<file path="src/rtl/uart_pkg.sv">
// Shared state encoding and constants for the UART transmitter.
package uart_pkg;

    typedef enum logic [2:0] {
        StIdle,
        StStart,
        StData,
        StParity,
        StStop
    } uart_state_e;

    localparam int unsigned UART_DATA_BITS  = 8;
    localparam logic        UART_IDLE_LEVEL = 1'b1;

endpackage

</file>
<file path="src/rtl/uart_tx_fifo.sv">
// Synchronous FIFO for the UART transmit path; no bypass, level derived from
// extended read/write pointers.
module uart_tx_fifo #(
    parameter int unsigned DEPTH = 4,
    parameter int unsigned WIDTH = 8,
    parameter int unsigned LVL_W = $clog2(DEPTH + 1)
) (
    input  logic             i_clk,
    input  logic             i_rst,
    input  logic             i_push,
    input  logic [WIDTH-1:0] i_data,
    input  logic             i_pop,
    output logic [WIDTH-1:0] o_data,
    output logic             o_full,
    output logic             o_empty,
    output logic [LVL_W-1:0] o_level
);

    localparam int unsigned AW = $clog2(DEPTH);

    logic [WIDTH-1:0] r_mem [DEPTH];
    logic [LVL_W-1:0] r_wptr;
    logic [LVL_W-1:0] r_rptr;
    logic             w_do_push;
    logic             w_do_pop;

    // Pointers carry one extra wrap bit so their difference is the occupancy.
    assign o_level   = r_wptr - r_rptr;
    assign o_full    = (o_level == LVL_W'(DEPTH));
    assign o_empty   = (r_wptr == r_rptr);
    assign w_do_push = i_push & ~o_full;
    assign w_do_pop  = i_pop & ~o_empty;
    assign o_data    = r_mem[r_rptr[AW-1:0]];

    always_ff @(posedge i_clk) begin
        if (w_do_push) begin
            r_mem[r_wptr[AW-1:0]] <= i_data;
        end
    end

    always_ff @(posedge i_clk) begin
        if (i_rst) begin
            r_wptr <= '0;
            r_rptr <= '0;
        end else begin
            if (w_do_push) begin
                r_wptr <= r_wptr + LVL_W'(1);
            end
            if (w_do_pop) begin
                r_rptr <= r_rptr + LVL_W'(1);
            end
        end
    end

endmodule

</file>
<file path="src/rtl/uart_tx.sv">
// 8-bit UART transmitter: FIFO, per-frame latched prescaler, shifter and FSM.
// Optional parity bit is built only when UART_TX_PARITY_EN is defined.
module uart_tx #(
    parameter int unsigned DIV_W      = 16,
    parameter int unsigned FIFO_DEPTH = 4,
    parameter int unsigned LVL_W      = $clog2(FIFO_DEPTH + 1)
) (
    input  logic             HCLK,
    input  logic             HRESET,
    input  logic [DIV_W-1:0] prd,
    input  logic             en,
    input  logic             parity_odd,
    input  logic [7:0]       wdata,
    input  logic             wvalid,
    output logic             wready,
    output logic             tx,
    output logic             busy,
    output logic             done,
    output logic [LVL_W-1:0] level
);

    import uart_pkg::*;

    uart_state_e      r_state;
    logic             r_tx;
    logic             r_busy;
    logic             r_done;
    logic [DIV_W-1:0] r_cnt;
    logic [DIV_W-1:0] r_prd;
    logic [7:0]       r_shift;
    logic [2:0]       r_bit;
    logic             w_full;
    logic             w_empty;
    logic [7:0]       w_fifo_data;
    logic             w_push;
    logic             w_pop;
    logic             w_bit_end;

`ifdef UART_TX_PARITY_EN
    logic             r_par;
`else
    logic             w_unused_parity;
    assign w_unused_parity = parity_odd;
`endif

    assign wready    = ~w_full;
    assign w_push    = wvalid & ~w_full;
    assign w_bit_end = (r_cnt == '0);
    // A new frame may start from idle or right at the end of a stop bit.
    assign w_pop     = en & ~w_empty &
                       ((r_state == StIdle) | ((r_state == StStop) & w_bit_end));

    uart_tx_fifo #(
        .DEPTH (FIFO_DEPTH),
        .WIDTH (8),
        .LVL_W (LVL_W)
    ) u_fifo (
        .i_clk   (HCLK),
        .i_rst   (HRESET),
        .i_push  (w_push),
        .i_data  (wdata),
        .i_pop   (w_pop),
        .o_data  (w_fifo_data),
        .o_full  (w_full),
        .o_empty (w_empty),
        .o_level (level)
    );

    always_ff @(posedge HCLK) begin
        if (HRESET) begin
            r_state <= StIdle;
            r_tx    <= UART_IDLE_LEVEL;
            r_busy  <= 1'b0;
            r_done  <= 1'b0;
            r_cnt   <= '0;
            r_prd   <= '0;
            r_shift <= '0;
            r_bit   <= '0;
`ifdef UART_TX_PARITY_EN
            r_par   <= 1'b0;
`endif
        end else begin
            r_done <= 1'b0;
            if (w_pop) begin
                r_state <= StStart;
                r_tx    <= 1'b0;
                r_busy  <= 1'b1;
                r_shift <= w_fifo_data;
                r_cnt   <= prd;
                r_prd   <= prd;
                r_bit   <= '0;
`ifdef UART_TX_PARITY_EN
                r_par   <= (^w_fifo_data) ^ parity_odd;
`endif
            end else if (r_state != StIdle) begin
                if (!w_bit_end) begin
                    r_cnt <= r_cnt - DIV_W'(1);
                    // Registered done must land on the final stop cycle.
                    if ((r_state == StStop) && (r_cnt == DIV_W'(1))) begin
                        r_done <= 1'b1;
                    end
                end else begin
                    r_cnt <= r_prd;
                    case (r_state)
                        StStart: begin
                            r_state <= StData;
                            r_tx    <= r_shift[0];
                        end
                        StData: begin
                            if (r_bit == 3'(UART_DATA_BITS - 1)) begin
`ifdef UART_TX_PARITY_EN
                                r_state <= StParity;
                                r_tx    <= r_par;
`else
                                r_state <= StStop;
                                r_tx    <= UART_IDLE_LEVEL;
                                r_done  <= (r_prd == '0);
`endif
                            end else begin
                                r_bit   <= r_bit + 3'd1;
                                r_shift <= r_shift >> 1;
                                r_tx    <= r_shift[1];
                            end
                        end
`ifdef UART_TX_PARITY_EN
                        StParity: begin
                            r_state <= StStop;
                            r_tx    <= UART_IDLE_LEVEL;
                            r_done  <= (r_prd == '0);
                        end
`endif
                        StStop: begin
                            r_state <= StIdle;
                            r_busy  <= 1'b0;
                        end
                        default: begin
                            r_state <= StIdle;
                        end
                    endcase
                end
            end
        end
    end

    assign tx   = r_tx;
    assign busy = r_busy;
    assign done = r_done;

endmodule

</file>
<file path="config.mk">
export PLATFORM = sky130hd
export DESIGN_NAME = uart_tx
export DESIGN_NICKNAME = d
export VERILOG_FILES = /design/src/rtl/uart_pkg.sv /design/src/rtl/uart_tx_fifo.sv /design/src/rtl/uart_tx.sv
export SDC_FILE = /design/constraint.sdc
export NUM_CORES = 1
export LEC_CHECK = 0
export ABC_AREA = 1
export CORE_AREA = 2 2 117 119
export DETAILED_ROUTE_END_ITERATION = 8
export DIE_AREA = 0 0 119 121
export MAX_ROUTING_LAYER = met4
export PLACE_DENSITY_LB_ADDON = 0.05
export SLEW_MARGIN = 20
export SYNTH_ARGS = -nofsm -noshare
export SYNTH_HDL_FRONTEND = slang
export SYNTH_HIERARCHICAL = 1
export SYNTH_SLANG_ARGS = --single-unit
</file>
<file path="constraint.sdc">
create_clock -name HCLK -period 5 [get_ports HCLK]
set_clock_uncertainty 0.05 [all_clocks]
set_input_delay 1 -clock HCLK [delete_from_list [all_inputs] [get_ports HCLK]]
set_output_delay 1 -clock HCLK [all_outputs]
set_load 0.01 [all_outputs]
</file>
==> Word level (Yosys, flattened, before mapping) <==
Memory sizes are Yosys's and may differ from the RTL's. A register that Yosys moved wholly into a read port is not among the register bits.
Cells that the tools add are included.
{ "totals": {"mem_count": 1, "latchBits": 0, "elab_cells": 86, "register_bits": 55, "output_inout_bits": 7, "inputBits": 29, "ram_bits": 32, "mem_bits_ro": 0} }
{ "classes": {"n_bitwise": 11, "multipliers": 0, "n_mux": 30, "magnitude_cmp": 0, "n_reduce_logical": 18, "n_div": 0, "addsub": 5, "shift": 0, "n_eq_ne": 10} }
{ "memory_table": {"columns": ["memory", "depth", "width", "read_ports", "rd_ports_with_merged_regs", "wr", "line_no", "source"], "rows": [
  ["u_fifo.r_mem", 4, 8, 1, 1, 1, "uart_tx_fifo.sv:21", "logic [WIDTH-1:0] r_mem [DEPTH];"]
]} }
{ "ops": {"columns": ["op", "count"], "rows": [
  ["two-way mux 16 bit", 3],
  ["two-way mux 8 bit", 5],
  ["zero test 16 bit", 2],
  ["two-way mux 1 bit", 17],
  ["== test 16 x 1 -> 1 bit, second input constant", 1],
  ["subtractor 16 x 1 -> 16 bit, second input constant", 1],
  ["AND reduction 3 bit", 4],
  ["adder 3 x 1 -> 3 bit, second input constant", 3],
  ["== test 3 bit, second input constant", 3],
  ["AND reduction 4 bit", 2],
  ["nonzero test 2 bit", 4],
  ["bitwise AND 1 bit", 6],
  ["case mux 3 bit (2 select lines)", 1],
  ["nonzero test 3 bit", 2],
  ["two-way mux 2 bit", 2],
  ["inverter 1 bit", 4],
  ["== test 3 x 1 -> 1 bit, second input constant", 1],
  ["== test 3 x 2 -> 1 bit, second input constant", 1],
  ["== test 3 bit", 1],
  ["zero test 3 bit", 1],
  ["two-way mux 3 bit", 1],
  ["inequality test 3 x 2 -> 1 bit, second input constant", 1],
  ["OR reduction 3 bit", 1],
  ["subtractor 3 bit", 1],
  ["other kinds (6)", 6]
]} }

==> Longest topological paths before layout <==
{ "logic_depth": {"ltp_word": 7, "ltp_mapped": 16, "mapped_depth_nobuf": 16} }

==> By module <==
The synthesis kept the hierarchy.
{ "modules_own_cells": {"columns": ["mod", "instances", "area_per_inst_um2", "cells_each", "seq_area_each_um2"], "rows": [
  ["uart_tx", 1, 2795.2, 439, 980.9],
  ["uart_tx_fifo", 1, 1727.9, 151, 1121.1]
]} }

==> Least setup slack after synthesis <==
No wires, ideal clock.
{ "synth_timing": {"path_type": "reg2reg", "start": "register u_fifo.r_wptr[0]", "end": "memory u_fifo.r_mem[0][0] (enable)", "stages_incl_launch_ff": 11, "t_arrival_ps": 2241, "setup_ps": 371, "slack_ps": 2339, "period_less_slack_ps": 2661, "n_path_buf": 0, "t_required_ps": 4579, "path_cell_list": "dfxtp_1 -> inv_1 -> ha_1 -> inv_1 -> fa_1 -> nor2_1 -> nand2_4 -> inv_1 -> nor2_1 -> nand2_1 -> nor2_1"} }
{ "synth_between": {"elab_chain_cells": 7} }
{ "synth_lines": {"columns": ["item", "line_no", "source"], "rows": [
  ["start: declaration", "uart_tx_fifo.sv:22", "logic [LVL_W-1:0] r_wptr;"],
  ["start signal: assignment", "uart_tx_fifo.sv:47", "r_wptr <= r_wptr + LVL_W'(1);"],
  ["subtractor 3 bit", "uart_tx_fifo.sv:28", "assign o_level = r_wptr - r_rptr;"],
  ["net level[1]", "uart_tx.sv:19", "output logic [LVL_W-1:0] level"],
  ["== test 3 bit", "uart_tx_fifo.sv:29", "assign o_full = (o_level == LVL_W'(DEPTH));"],
  ["net w_full", "uart_tx.sv:32", "logic w_full;"],
  ["inverter 1 bit", "uart_tx.sv:47", "assign w_push = wvalid & ~w_full;"],
  ["bitwise AND 1 bit", "uart_tx.sv:47", null],
  ["net w_push", "uart_tx.sv:35", "logic w_push;"],
  ["bitwise AND 1 bit", "uart_tx_fifo.sv:31", "assign w_do_push = i_push & ~o_full;"],
  ["two-way mux 1 bit", "uart_tx_fifo.sv:36", "if (w_do_push) begin"],
  ["two-way mux 1 bit (not written as such)", "uart_tx_fifo.sv:37", "r_mem[r_wptr[AW-1:0]] <= i_data;"],
  ["end: declaration", "uart_tx_fifo.sv:21", null]
]} }
The timed path passes the listed nets, and every way through them passes these cells.

==> Worst setup path in the final report <==
{ "layout_timing": {"start": "register u_fifo.r_wptr[0]", "end": "output wready"} }
{ "layout_between": {"elab_chain_cells": 3} }
{ "layout_lines": {"columns": ["item", "line_no", "source"], "rows": [
  ["subtractor 3 bit", "uart_tx_fifo.sv:28", null],
  ["== test 3 bit", "uart_tx_fifo.sv:29", null],
  ["net w_full", "uart_tx.sv:32", null],
  ["inverter 1 bit", "uart_tx.sv:46", "assign wready = ~w_full;"],
  ["end: declaration", "uart_tx.sv:15", "output logic wready,"]
]} }
The timed path passes the listed nets, and every way through them passes these cells.

==> flow_summary.json <==
{
  "setup_viol": 0,
  "cts.repair.resized": 0,
  "grt_overflow": 0,
  "antenna_found_initial": 0,
  "syn_nets": 631,
  "dieHeight_um": 121,
  "crit_type": "reg2out",
  "vias": 3749,
  "syn_area_um2": 4520,
  "clk_latency_ns": 0.35,
  "async_flop_share_pct": 0,
  "n_fill_cell": 1364,
  "min_to": "r_prd[1]$_SDFFE_PP0P_",
  "die_x_um": 119,
  "hold_viol": 0,
  "start_util_pct": 34.6,
  "rsz0062_at_grt": "no",
  "cp.arrival_ns": 2.46,
  "coreArea_um2": 13100,
  "maxSlewViolCount": 0,
  "pin_count": 36,
  "slew_headroom_pct": 44.4,
  "yosysSeqAreaShare_pct": 46.5,
  "fp-row-count": 42,
  "synth_cells": 590,
  "leakage_nw": 2.34,
  "hp-class": "reg2reg",
  "crit_fanout": 7,
  "p_total_mw": 3.51,
  "syn_avg_cell_area_um2": 7.67,
  "period_share_pct": 70.3,
  "initialDrtViolationCount": 192,
  "ant_nets": 0,
  "worstHoldPathCells": 2,
  "cp-start-kind": "flip-flop",
  "cts.path.max_buffers": 2,
  "synth_edf_count": 32,
  "max_freq_mhz": 285,
  "critPathCaptureType": "output pin",
  "antennaDiodeCount": 0,
  "hold_buffers": 0,
  "syn_to_final_growth_pct": 17.2,
  "multi_input_area_um2": 2020,
  "yosys.cell_types.count": 33,
  "synth_top_flop_cell": "dfxtp_1",
  "r2r_slack_ns": 1.91,
  "status": "complete, no violations",
  "grt_pass1_wl_um": 18400,
  "timing.rr.end": "u_fifo/r_mem[0][3]$_DFFE_PP_",
  "gp_congestion": 0.784,
  "cts_root_buffer": "clkbuf_16",
  "drive_gt1_share_pct": 7.21,
  "drt_pass1_iterations": 4,
  "grtUsageTotal_pct": 17.0,
  "wirelength_um": 11000,
  "power_density_nw_per_um2": 662,
  "grt_max_degree": 29,
  "viasPerCell": 4.69,
  "tritoncts": "yes",
  "reg2regPathDepth": 10,
  "cts_buffers": 9,
  "numPortBuffers": 34,
  "hp-start": "r_prd[1]$_SDFFE_PP0P_",
  "ir_drop_uv": 469,
  "place_hpwl_um": 7550,
  "tns_ns": 0,
  "synth_seq_cells": 89,
  "grt_pass1_vias": 3716,
  "drt-wirelength-per-cell_um": 13.8,
  "nets": 660,
  "cts_setup_buffers": 0,
  "worstReg2RegStart": "u_fifo/r_wptr[0]$_SDFFE_PP0P_",
  "tightest_slew_ns": 0.830,
  "post-route-drc-count": 0,
  "clk_pin_slew_ns": 0.07,
  "cap_violations": 0,
  "regArea_um2": 2100,
  "cts_max_level": 3,
  "period_minus_slack_ns": 3.51,
  "yosysWarnings": 6,
  "clkSinkCount": 89,
  "crit_required_ns": 3.95,
  "die-area_um2": 14400
}
-- through the flow --
| step | utilization, % | cell area [um^2] | instances | worst slack [ns] | hold WS [ns] |
|---|---|---|---|---|---|
| 3_5_place_dp | 38.2 | 5000 | 784 | 1.51 | 0.408 |
| 4_1_cts | 40.5 | 5300 | 800 | 1.45 | 0.419 |
| 6_report | 40.5 | 5300 | 800 | 1.49 | 0.419 |
| 2_1_floorplan | - | 4520 | 590 | 2.34 | 0.389 |
| 5_1_grt | 40.5 | 5300 | 800 | 1.27 | 0.434 |
| 3_3_place_gp | 38.2 | 5000 | 784 | 1.54 | 0.403 |
-- worst max-delay path by stage --
stage | start | end | slack [ns] | cells after the start
finish | u_fifo/r_wptr[0]$_SDFFE_PP0P_ | wready | 1.49 | 9
global route | u_fifo/r_wptr[0]$_SDFFE_PP0P_ | wready | 1.27 | 9
CTS | u_fifo/r_wptr[0]$_SDFFE_PP0P_ | wready | 1.45 | 9
detailed placement | en | r_prd[10]$_SDFFE_PP0P_ | 1.51 | 8
global placement | en | r_prd[4]$_SDFFE_PP0P_ | 1.54 | 8
floorplan | u_fifo/r_wptr[0]$_SDFFE_PP0P_ | u_fifo/r_mem[0][0]$_DFFE_PP_ | 2.34 | 10
-- layout by cell type (no fill, tap or decap), types with 3 or more instances in the layout --
master,instances
inv_1,75
o211ai_1,3
inv_8,5
nor2_2,4
dfxtp_1,57
nand3_1,42
nand2_1,143
nand2_4,6
nand2_2,6
o21ai_0,34
clkdlybuf4s50_1,34
nand3_2,3
inv_2,3
nand4_1,4
a21oi_1,33
nand3b_1,4
edfxtp_1,32
xor2_1,7
clkbuf_16,9
nor2_1,73
nor3_1,3
o22ai_1,17
ha_1,11
-- layout make-up --
class                   instances  share of cell area, %
clock buffers                   9                   4.25
clock inverters                 7                   1.39
inverters                      80                   5.67
multi-input cells             403                   38.2
flip-flops and latches         89                   39.7
well taps                     176                   4.15
repair buffers                 36                   6.70
-- kinds of logic after synthesis --
family,Yosys count,share of synthesized area [%]
mux,1,0.221
simple gates,295,29.3
xor+xnor,7,1.36
flops,89,46.5
buf+inv,98,8.80
fa+ha+maj,12,3.49
compound gates,88,10.4
-- cell usage after synthesis, drive strengths merged, types with 3 or more instances --
| cell | number | area share (%) |
|---|---|---|
| nand2 | 155 | 14 |
| nor2 | 80 | 7.6 |
| inv | 78 | 6.5 |
| dfxtp | 57 | 25 |
| nand3 | 45 | 5.3 |
| o21ai | 34 | 3.8 |
| a21oi | 33 | 3.7 |
| edfxtp | 32 | 21 |
| o22ai | 17 | 2.4 |
| buf | 12 | 1.7 |
| ha | 11 | 3.0 |
| xor2 | 7 | 1.4 |
| clkbuf | 6 | 0.50 |
| nand3b | 5 | 0.91 |
| nand4 | 4 | 0.55 |
| nor3 | 3 | 0.33 |
| o211ai | 3 | 0.50 |
-- routing by layer --
metal	share of wire (%)	global-route usage [%]	vias to the layer above
li1	-	-	1954
met1	48	20.6	1717
met2	46	27.2	61
met3	4.2	3.43	17
met4	2.2	7.89	0
met5	0	-	-
-- worst max-delay path: stages, from the launching register on --
cell and delay (ns):
dfxtp_1 0.40, inv_1 0.11, ha_1 0.20, inv_1 0.08, fa_1 0.42, nor2_1 0.20
nand2_4 0.11, inv_1 0.08, inv_1 0.04, clkdlybuf4s50_1 0.46
-- where the power goes --
part / total [mW] / switching (mW) / internal (mW) / leakage (nW)
logic: 1.71 / 1.11 / 0.595 / 1.43
registers: 1.11 / 0.147 / 0.966 / 0.760
clock network: 0.689 / 0.331 / 0.358 / 0.150
-- flip-flops by register name, indices dropped and copies added (netlist names), named ones only --
| register | cells |
|---|---|
| u_fifo/r_mem | 32 |
| r_cnt | 16 |
| r_prd | 16 |
| r_shift | 8 |
| r_bit | 3 |
| r_state | 3 |
| u_fifo/r_rptr | 3 |
| u_fifo/r_wptr | 3 |
| busy | 1 |
| done | 1 |
| tx | 1 |
Power figures use the tool's default switching activity.
